--- src/rtl/input_cond_if.sv ---
// Sensor/walk/reprogram conditioning signals between the synchronizer front end,
// the conditioning block and the controller FSM.
interface input_cond_if;
  logic sensor_sync;
  logic wr_sync_out;
  logic prog_sync;
  logic walk_ack;
  logic sensor_db;
  logic walk_pending;
  logic walk_overrun;
  logic prog_pulse;

  modport master (
    output sensor_sync, wr_sync_out, prog_sync, walk_ack,
    input  sensor_db, walk_pending, walk_overrun, prog_pulse
  );

  modport slave (
    input  sensor_sync, wr_sync_out, prog_sync, walk_ack,
    output sensor_db, walk_pending, walk_overrun, prog_pulse
  );
endinterface

--- src/rtl/input_cond.sv ---
// Debounces sensor, walk-request and reprogram levels; latches walk requests
// until acknowledged and turns a debounced reprogram rise into a one-cycle pulse.
module input_cond #(
  parameter int unsigned DEBOUNCE_CYCLES = 4,
  parameter int unsigned CNT_W           = 8
) (
  input logic         clk,
  input logic         reset,
  input_cond_if.slave bus
);

  localparam int unsigned NUM_IN = 3;
  localparam logic [CNT_W-1:0] CNT_MAX = CNT_W'(DEBOUNCE_CYCLES - 1);

  // Debouncer lanes: 0 = sensor, 1 = walk request, 2 = reprogram.
  logic [NUM_IN-1:0] raw;
  logic [NUM_IN-1:0] db_q, db_d;
  logic [CNT_W-1:0]  cnt_q [NUM_IN];
  logic [CNT_W-1:0]  cnt_d [NUM_IN];

  logic [1:0] prev_q, prev_d;
  logic [1:0] rise;
  logic       pending_q, pending_d;
  logic       overrun_q, overrun_d;
  logic       prog_pulse_q, prog_pulse_d;

  assign raw = {bus.prog_sync, bus.wr_sync_out, bus.sensor_sync};

  always_comb begin
    db_d = db_q;
    for (int i = 0; i < NUM_IN; i++) begin
      cnt_d[i] = '0;
      if (raw[i] != db_q[i]) begin
        if (cnt_q[i] == CNT_MAX) db_d[i] = ~db_q[i];
        else                     cnt_d[i] = cnt_q[i] + CNT_W'(1);
      end
    end
  end

  // rise[0] = walk, rise[1] = prog; prev lags the debounced value by one edge.
  assign rise = db_q[2:1] & ~prev_q;

  always_comb begin
    prev_d       = db_q[2:1];
    prog_pulse_d = rise[1];
    overrun_d    = rise[0] & pending_q & ~bus.walk_ack;
    pending_d    = pending_q;
    if (rise[0])           pending_d = 1'b1;
    else if (bus.walk_ack) pending_d = 1'b0;
  end

  always_ff @(posedge clk) begin
    if (reset) begin
      db_q         <= '0;
      prev_q       <= '0;
      pending_q    <= 1'b0;
      overrun_q    <= 1'b0;
      prog_pulse_q <= 1'b0;
      for (int i = 0; i < NUM_IN; i++) cnt_q[i] <= '0;
    end else begin
      db_q         <= db_d;
      prev_q       <= prev_d;
      pending_q    <= pending_d;
      overrun_q    <= overrun_d;
      prog_pulse_q <= prog_pulse_d;
      for (int i = 0; i < NUM_IN; i++) cnt_q[i] <= cnt_d[i];
    end
  end

  assign bus.sensor_db    = db_q[0];
  assign bus.walk_pending = pending_q;
  assign bus.walk_overrun = overrun_q;
  assign bus.prog_pulse   = prog_pulse_q;

endmodule

--- src/flat_wrapper.sv ---
// flat-port wrapper written by rule: the top's interface ports become plain ports
module input_cond_flat 
#(
  parameter int unsigned DEBOUNCE_CYCLES = 4,
  parameter int unsigned CNT_W           = 8
)
  (clk, reset, bus_sensor_sync, bus_wr_sync_out, bus_prog_sync, bus_walk_ack, bus_sensor_db, bus_walk_pending, bus_walk_overrun, bus_prog_pulse);
  input_cond_if bus_i ();
  input logic clk;
  input logic reset;
  input wire logic [$bits(bus_i.sensor_sync)-1:0] bus_sensor_sync;
  input wire logic [$bits(bus_i.wr_sync_out)-1:0] bus_wr_sync_out;
  input wire logic [$bits(bus_i.prog_sync)-1:0] bus_prog_sync;
  input wire logic [$bits(bus_i.walk_ack)-1:0] bus_walk_ack;
  output wire logic [$bits(bus_i.sensor_db)-1:0] bus_sensor_db;
  output wire logic [$bits(bus_i.walk_pending)-1:0] bus_walk_pending;
  output wire logic [$bits(bus_i.walk_overrun)-1:0] bus_walk_overrun;
  output wire logic [$bits(bus_i.prog_pulse)-1:0] bus_prog_pulse;
  assign bus_i.sensor_sync = bus_sensor_sync;
  assign bus_i.wr_sync_out = bus_wr_sync_out;
  assign bus_i.prog_sync = bus_prog_sync;
  assign bus_i.walk_ack = bus_walk_ack;
  assign bus_sensor_db = bus_i.sensor_db;
  assign bus_walk_pending = bus_i.walk_pending;
  assign bus_walk_overrun = bus_i.walk_overrun;
  assign bus_prog_pulse = bus_i.prog_pulse;
  input_cond #(.DEBOUNCE_CYCLES(DEBOUNCE_CYCLES), .CNT_W(CNT_W)) u_core (.clk(clk), .reset(reset), .bus(bus_i));
endmodule
--- config.mk ---
export PLATFORM = sky130hd
export DESIGN_NAME = input_cond_flat
export DESIGN_NICKNAME = d
export VERILOG_FILES = /design/src/rtl/input_cond_if.sv /design/src/rtl/input_cond.sv /design/src/flat_wrapper.sv
export SDC_FILE = /design/constraint.sdc
export NUM_CORES = 1
export LEC_CHECK = 0
export ABC_AREA = 1
export BUFFER_PORTS_ARGS = -buffer_cell sky130_fd_sc_hd__buf_4
export CAP_MARGIN = 20
export CORE_MARGIN = 8
export CORE_UTILIZATION = 55
export DETAILED_ROUTE_END_ITERATION = 16
export HOLD_SLACK_MARGIN = 0.08
export PLACE_DENSITY = 0.74
export SYNTH_ARGS = -nofsm -noshare
export SYNTH_HDL_FRONTEND = slang
export SYNTH_SLANG_ARGS = --single-unit
--- constraint.sdc ---
create_clock -name clk -period 1.9 [get_ports clk]
set_input_delay 0.095 -clock clk [delete_from_list [all_inputs] [get_ports clk]]
set_output_delay 0.095 -clock clk [all_outputs]
set_load 0.02 [all_outputs]
## Word level (Yosys, flattened, before mapping)

Memory sizes are Yosys's and may differ from the RTL's.
Index checks and enable logic that the tools add are counted.

- Add/subtract/negate cells: 3
- Eq/ne operators: 6
- Multiplexer cells: 14
- Bitwise logic cells: 11
- Reduce and logical (&&, ||, !) cells: 4

Operators with widths:

| operator | number |
|---|---|
| 2-to-1 mux 8 bit | 9 |
| adder 8 x 1 -> 8 bit, second input constant | 3 |
| equality test 8 x 2 -> 1 bit, second input constant | 3 |
| AND reduction 2 bit | 3 |
| 2-to-1 mux 1 bit | 5 |
| NOT 1 bit | 4 |
| != test 1 bit | 3 |
| OR 1 bit | 3 |
| AND 1 bit | 2 |
| AND 2 bit | 1 |
| NOT 2 bit | 1 |
| nonzero test 2 bit | 1 |

- Flip-flop bits (word level): 8
- RAM bits: 24
- Word-level logic and storage cells: 46
- Memories kept: 1

Memories:

| name | words | width | rd ports | clocked after Yosys merged registers in | wr ports | line | text |
|---|---|---|---|---|---|---|---|
| u_core.cnt_q | 3 | 8 | 3 | 0 | 3 | input_cond.sv:18 | `logic [CNT_W-1:0] cnt_q [NUM_IN];` |

## Logic depth before layout (Yosys ltp)

Gate-level depths: netlist of the first run.

- Word-level depth: 4
- Depth in mapped cells: 6
- Gate-level depth less buffers: 6

## Worst setup path after synthesis of the first run

No wires, ideal clock.

- Kind: reg-to-reg
- Start point: memory u_core.cnt_q[0][0]
- End point: memory u_core.cnt_q[0][5]
- Library setup time: 0.115 ns
- Arrival time: 1.022 ns
- Setup slack: 0.763 ns
- Stages on the path, launching flop included: 7
- Path buffers: 0
- Cells stage by stage: dfxtp_1 ha_1 nand2_2 nor2_4 nand2_2 nand2_4 nor2_2

RTL lines:

| element | line |
|---|---|
| start, declared | input_cond.sv:18 |

==> results of run 1 <==
==> per-layer routing <==
metal / track usage [%] / share of wire (%) / wire length, um
met5: 0 / 0 / 0
met4: 8.27 / 2.1 / 55
met3: 6.46 / 7.0 / 182
met2: 20.3 / 41 / 1080
met1: 14.4 / 49 / 1290
==> critical path, delay by kind of cell (launching register included) <==
family / cells / cell delay [ns]
simple gates: 4 / 0.45
flops: 1 / 0.38
fa+ha+maj: 1 / 0.25
compound gates: 1 / 0.04
==> stage by stage <==
step           setup WS, ns  util [%]  total power [W]  std cells  area (um2)
2_1_floorplan         0.763         -         0.000740        224        1540
3_3_place_gp          0.689      60.7         0.000760        264        1650
3_5_place_dp          0.684      60.7         0.000760        264        1650
4_1_cts               0.658      63.6          0.00117        274        1720
5_1_grt               0.548      63.6          0.00121        274        1720
6_report              0.664      63.6          0.00115        274        1720
==> power by group <==
group          internal (W)  total [W]  switching (W)
Combinational     0.0000250  0.0000604      0.0000354
Clock              0.000182   0.000405       0.000223
Sequential         0.000679   0.000687     0.00000745
Total              0.000887    0.00115       0.000266
==> logic make-up (layout without fill, tap and decap cells) <==
| kind of cell | Yosys count | in the layout |
|---|---|---|
| buffers and inverters | 36 | 55 |
| DFF | 32 | 32 |
| AOI/OAI and AO/OA | 22 | 22 |
| xor gates and xnor gates | 2 | 2 |
| adders and majority gates | 4 | 4 |
| and+or+nand+nor | 128 | 128 |
==> cells in the final DEF, fill, tap and decap left out <==
cell / Yosys / routed
clkbuf_4: 0 / 5
a21oi_2: 5 / 5
xor2_1: 2 / 2
o21ai_1: 1 / 1
nor2_1: 35 / 35
inv_2: 5 / 5
nor3_1: 1 / 1
nand2_2: 7 / 7
inv_1: 31 / 31
o21ai_0: 7 / 7
dfxtp_1: 32 / 32
nor2_4: 2 / 2
buf_4: 0 / 9
clkbuf_1: 0 / 2
nand3_1: 18 / 18
nor2_2: 6 / 6
nand2_4: 1 / 1
a21oi_1: 9 / 9
or2_2: 2 / 2
dlygate4sd3_1: 0 / 2
nand2_1: 55 / 55
clkbuf_8: 0 / 1
nand4_1: 1 / 1
ha_1: 4 / 4
==> flip-flops by register name, summed over array words and instances (netlist names) <==
name,flops
u_core.db_q,3
u_core.prev_q,2
u_core.bus.walk_overrun,1
u_core.cnt_q,24
u_core.bus.walk_pending,1
u_core.bus.prog_pulse,1
==> area by class of cell <==
| class | count | area, um2 |
|---|---|---|
| fillers | 247 | 986 |
| multi-input cells | 156 | 763 |
| flip-flops and latches | 32 | 641 |
| inverters | 36 | 135 |
| repair buffers | 11 | 87.6 |
| clock buffers | 8 | 58.8 |
| well taps | 31 | 38.8 |
==> Yosys cell counts <==
cell     number  area, um2
a21oi_1       9       45.0
a21oi_2       5       43.8
dfxtp_1      32        641
ha_1          4       50.1
inv_1        31        116
inv_2         5       18.8
nand2_1      55        206
nand2_2       7       43.8
nand2_4       1       11.3
nand3_1      18       90.1
nand4_1       1       6.26
nor2_1       35        131
nor2_2        6       37.5
nor2_4        2       22.5
nor3_1        1       5.00
o21ai_0       7       35.0
o21ai_1       1       5.00
or2_2         2       12.5
xor2_1        2       17.5
==> timing repair <==
action,in CTS,in global routing
hold buffers,2,0
gates resized for setup,0,0
endpoints found under the hold margin,8,0
==> path summary, 6_finish.rpt <==
kind / depth (start not counted) / start / endpoint
worst max-delay path: 6 / u_core.cnt_q[0][0]$_SDFF_PP0_ / u_core.cnt_q[0][7]$_SDFF_PP0_
worst min-delay path: 5 / bus_sensor_sync / u_core.db_q[0]$_SDFFE_PP0P_
worst max register to register: 6 / u_core.cnt_q[0][0]$_SDFF_PP0_ / u_core.cnt_q[0][7]$_SDFF_PP0_
worst min register to register: 1 / u_core.prev_q[1]$_SDFF_PP0_ / u_core.bus.prog_pulse$_SDFF_PP0_
==> run_results.csv, run 1 <==
group,metric,value,unit
timing,holdWs,0.0983,ns
critical_path,cp_max_fo,8,
timing,period_needed,1.24,ns
timing,rsz0062_at_grt,"false",
critical_path,cp_common_cell,"nand2_2",
global_route,grt.overflow.total,0,
synthesis,muxShareOfSynthArea,0,%
status,outcome,"finished, final reports clean",
critical_path,worstPathArrival,1.46,ns
clock_network,cts_tree,"built",
floorplan,die_h,68.9,um
clock_network,h-tree-depth,2,
job,cap_violations,0,
drt,drc,0,
global_route,grt_max_degree,10,
finish,area_delta_synth_final,12.0,%
global_route,grt_pass1_wl,4.62,mm
floorplan,initial_core_util,56.8,%
clock_network,cts.sinks,32,
timing,fin_setup_tns,0,ns
synthesis,synth-adder-area-share,3.25,%
power_and_ir_drop,irDropWorstVdd,0.684,mV
floorplan,design.core.area,0.00271,mm2
placed_design,place_hpwl,1.97,mm
power_and_ir_drop,pwr_density_cell,668,mW/mm2
synthesis,ys_warn_count,0,
critical_path,crit_slowest_cell,"dfxtp_1",
timing,fin_crit_sh,65.0,%
synthesis,syn_nets,234,
drt,routed_wl,2.60,mm
clock_network,clockBufferDepth,2,
synthesis,synth_area_per_cell,6.87,um2
clock_network,clkLatencyLatePin,0.34,ns
drt,vias,1311,
finish,num-nets-final,252,
synthesis,yosysSeqAreaShare,41.6,%
critical_path,required,2.13,ns
worst_hold_path,min_path_type,"in -> reg",
finish,layout-drive-gt1-share,17.7,%
synthesis,synth_compound_area_share,8.37,%
finish,antenna_cells,0,
placed_design,gp_congestion,0.853,
synthesis,ys_seq_elements,32,
drt,first_pass_iters,4,
synthesis,synth_cell_type_count,19,
floorplan,io-pin-count,10,
critical_path,path_cells,"ha_1 -> nand2_2 -> nor2_4 -> nand2_2 -> nand2_4 -> a21oi_2",
floorplan,num_rows,19,
global_route,grt_pass1_vias,1189,
timing,maxSlewHeadroom,85.4,%
clock_network,clockRootBuffer,"clkbuf_4",
drt,ant_nets,0,
critical_path,slowest_delay,0.38,ns
clock_network,numCtsBuffers,5,
floorplan,die_w,68.9,um
global_route,track_usage,13.2,%
timing,setup_viol,0,
clock_network,clk_pin_slew,0.10,ns
placed_design,numPortBuffers,9,
global_route,antenna_found_initial,0,
timing,skew,0.0122,ns
synthesis,synthSimpleGateAreaFrac,36.8,%
critical_path,rrSetupSlack,0.66,ns
synthesis,synth_top_family_by_area,"simple AND/OR/NAND/NOR gates",
timing,worst_pin_slew,0.216,ns
drt,viasPerCell,4.78,
critical_path,end_kind,"flop",
power_and_ir_drop,leakage,0.711,nW
timing,fmax,809,MHz
drt,wl_per_cell,9.49,um
floorplan,dieArea,0.00475,mm2
timing,timing.final.max_slew_violations,0,
synthesis,synthXorXnorAreaFrac,1.14,%
critical_path,start_kind,"flop",
synthesis,synth_cells,224,
critical_path,setup.worst_path.class,"reg -> reg",
synthesis,syn_area,0.00154,mm2
drt,drtIter0Drc,64,
clock_network,cts_setup_buffers,0,
timing,final_hold_viol_count,0,
No activity file was read; power rests on OpenSTA's default activity.
==> inputs of run 2 (changes only) <==
--- a/config.mk
+++ b/config.mk
@@ -9,10 +9,10 @@
 export BUFFER_PORTS_ARGS = -buffer_cell sky130_fd_sc_hd__buf_4
 export CAP_MARGIN = 20
 export CORE_MARGIN = 8
-export CORE_UTILIZATION = 55
+export CORE_UTILIZATION = 53
 export DETAILED_ROUTE_END_ITERATION = 16
 export HOLD_SLACK_MARGIN = 0.08
-export PLACE_DENSITY = 0.74
+export PLACE_DENSITY = 0.75
 export SYNTH_ARGS = -nofsm -noshare
 export SYNTH_HDL_FRONTEND = slang
 export SYNTH_SLANG_ARGS = --single-unit
==> constraint.sdc (replaced) <==
create_clock -name clk -period 1.1 [get_ports clk]
set_input_delay 0.055 -clock clk [delete_from_list [all_inputs] [get_ports clk]]
set_output_delay 0.055 -clock clk [all_outputs]
set_load 0.02 [all_outputs]
==> run 2 against run 1 <==
Compared with the run above: combinational power is 140% higher; largest cell class unchanged; sequential power increased by 73%; non-clock buffer count up 9; worst hold slack worse by 0.010 ns; global-route usage down 0.52 points.
==> run_results.csv, run 2 (same netlist as run 1, synthesis figures left out) <==
group,metric,value,unit
drt,viasPerCell,4.94,
timing,timing.final.max_slew_violations,0,
timing,fmax,943,MHz
critical_path,path_cells,"inv_2 -> or2_2 -> a21oi_1",
timing,maxSlewHeadroom,84.8,%
power_and_ir_drop,leakage,0.776,nW
finish,antenna_cells,0,
timing,holdWs,0.0880,ns
timing,skew,0.00474,ns
clock_network,clockBufferDepth,2,
global_route,grt_max_degree,11,
global_route,grt_pass1_vias,1272,
critical_path,end_kind,"flop",
floorplan,design.core.area,0.00276,mm2
worst_hold_path,min_path_cells,5,
drt,drc,0,
clock_network,clk_pin_slew,0.10,ns
clock_network,cts_tree,"built",
finish,reg_top3,"u_core.cnt_q: 24 flops, u_core.db_q: 3 flops, u_core.prev_q: 2 flops",
placed_design,place_hpwl,1.96,mm
drt,drt-met1-wl,1.37,mm
critical_path,slowest_delay,0.45,ns
finish,fin_util,71.2,%
placed_design,place_inst,271,
critical_path,required,1.37,ns
timing,fin_setup_tns,0,ns
clock_network,clkLatencyLatePin,0.34,ns
finish,multi_input_area,878,um2
finish,final_common_cell,"nand2_1",
critical_path,rrSetupSlack,0.04,ns
drt,dr_wl_met2,1.45,mm
finish,fin_cells,283,
critical_path,worstPathArrival,1.33,ns
floorplan,dieArea,0.00488,mm2
critical_path,setup.worst_path.class,"reg -> reg",
global_route,antenna_found_initial,0,
critical_path,r2r-start,"u_core.cnt_q[0][18]$_SDFF_PP0_",
drt,top_layer,"met4",
power_and_ir_drop,irDropWorstVdd,1.69,mV
status,outcome,"finished, final reports clean",
worst_hold_path,whs_endpoint,"u_core.db_q[2]$_SDFFE_PP0P_",
clock_network,clockRootBuffer,"clkbuf_4",
critical_path,cp_max_fo,4,
global_route,track_usage,12.7,%
drt,route.met3.wl,113,um
clock_network,h-tree-depth,2,
finish,nFillCells,229,
critical_path,reg2reg_to,"u_core.cnt_q[0][18]$_SDFF_PP0_",
critical_path,crit_slowest_cell,"dfxtp_1",
floorplan,die_h,69.9,um
timing,worst_pin_slew,0.228,ns
finish,num-nets-final,261,
timing,final_hold_viol_count,0,
finish,area_delta_synth_final,27.6,%
floorplan,die_w,69.9,um
global_route,grt.overflow.total,0,
placed_design,gp_congestion,0.850,
clock_network,cts_setup_buffers,0,
drt,ant_nets,0,
critical_path,reg2reg_depth,3,
drt,wl_per_cell,10.7,um
floorplan,io-pin-count,10,
power_and_ir_drop,pwr_density_cell,1190,mW/mm2
timing,rsz0062_at_grt,"true",
job,cap_violations,0,
floorplan,num_rows,19,
critical_path,start_kind,"flop",
finish,final_cell_mix,"nand2_1, inv_1, nor2_1",
drt,drtIter0Drc,87,
floorplan,initial_core_util,55.8,%
worst_hold_path,hold_start,"bus_prog_sync",
drt,vias,1399,
clock_network,numCtsBuffers,5,
finish,layout-drive-gt1-share,30.6,%
timing,fin_crit_sh,96.4,%
timing,setup_viol,0,
finish,top_register,"u_core.cnt_q",
finish,largest_reg_flops,24,
timing,period_needed,1.06,ns
finish,ff_latch_area,651,um2
clock_network,cts.sinks,32,
drt,first_pass_iters,4,
global_route,grt_pass1_wl,5.17,mm
drt,routed_wl,3.02,mm
worst_hold_path,min_path_type,"in -> reg",
placed_design,numPortBuffers,9,
## run 2: power by group
group          switching [W]  internal (W)  total, W
logic              0.0000766     0.0000690  0.000146
clock network       0.000407      0.000603   0.00101
registers          0.0000143       0.00118   0.00119
total               0.000498       0.00185   0.00235
## run 2: worst max-delay path: cells and delay by family (launching register included)
family	cells	cell delay [ns]
buf+inv	1	0.08
simple gates	1	0.28
flops	1	0.45
compound gates	1	0.17
## run 2: per-layer routing
metal / GRT usage [%] / vias up
li1: - / 742
met1: 14.6 / 628
met2: 20.1 / 21
met3: 3.81 / 8
met4: 8.04 / 0
met5: 0 / -
## run 2: what timing repair did
action,CTS,global route
endpoints found under the hold margin,8,0
hold buffers,4,0
resized for setup,7,31
pin swaps,3,10
setup endpoints to repair,15,25
## run 2: layout make-up
| class | count | area share (%) |
|---|---|---|
| Clock inverter | 1 | 1.53 |
| Multi-Input combinational cell | 156 | 44.7 |
| Clock buffer | 7 | 3.31 |
| Timing Repair Buffer | 20 | 8.34 |
| Sequential cell | 32 | 33.1 |
| Inverter | 36 | 7.01 |
| Tap cell | 31 | 1.97 |
## run 2: worst max path at each step
stage / start / endpoint / slack [ns] / depth (start not counted)
5_1_grt: u_core.cnt_q[0][21]$_SDFF_PP0_ / u_core.cnt_q[0][18]$_SDFF_PP0_ / -0.04 / 6
6_report: u_core.cnt_q[0][18]$_SDFF_PP0_ / u_core.cnt_q[0][18]$_SDFF_PP0_ / 0.04 / 3
2_1_floorplan: u_core.cnt_q[0][0]$_SDFF_PP0_ / u_core.cnt_q[0][5]$_SDFF_PP0_ / 0.02 / 6
3_5_place_dp: u_core.cnt_q[0][8]$_SDFF_PP0_ / u_core.cnt_q[0][15]$_SDFF_PP0_ / -0.03 / 6
3_3_place_gp: u_core.cnt_q[0][8]$_SDFF_PP0_ / u_core.cnt_q[0][10]$_SDFF_PP0_ / 0.008 / 6
4_1_cts: u_core.cnt_q[0][16]$_SDFF_PP0_ / u_core.cnt_q[0][22]$_SDFF_PP0_ / 0.003 / 6
## run 2: stage by stage
| stage | setup WS, ns | cell area, um2 | power, W |
|---|---|---|---|
| after global routing | -0.0440 | 1960 | 0.00243 |
| final | 0.0391 | 1960 | 0.00235 |
| after global placement | 0.00801 | 1710 | 0.00133 |
| after floorplan | 0.0213 | 1550 | 0.00128 |
| after detailed placement | -0.0339 | 1710 | 0.00133 |
| after CTS | 0.00255 | 1870 | 0.00236 |
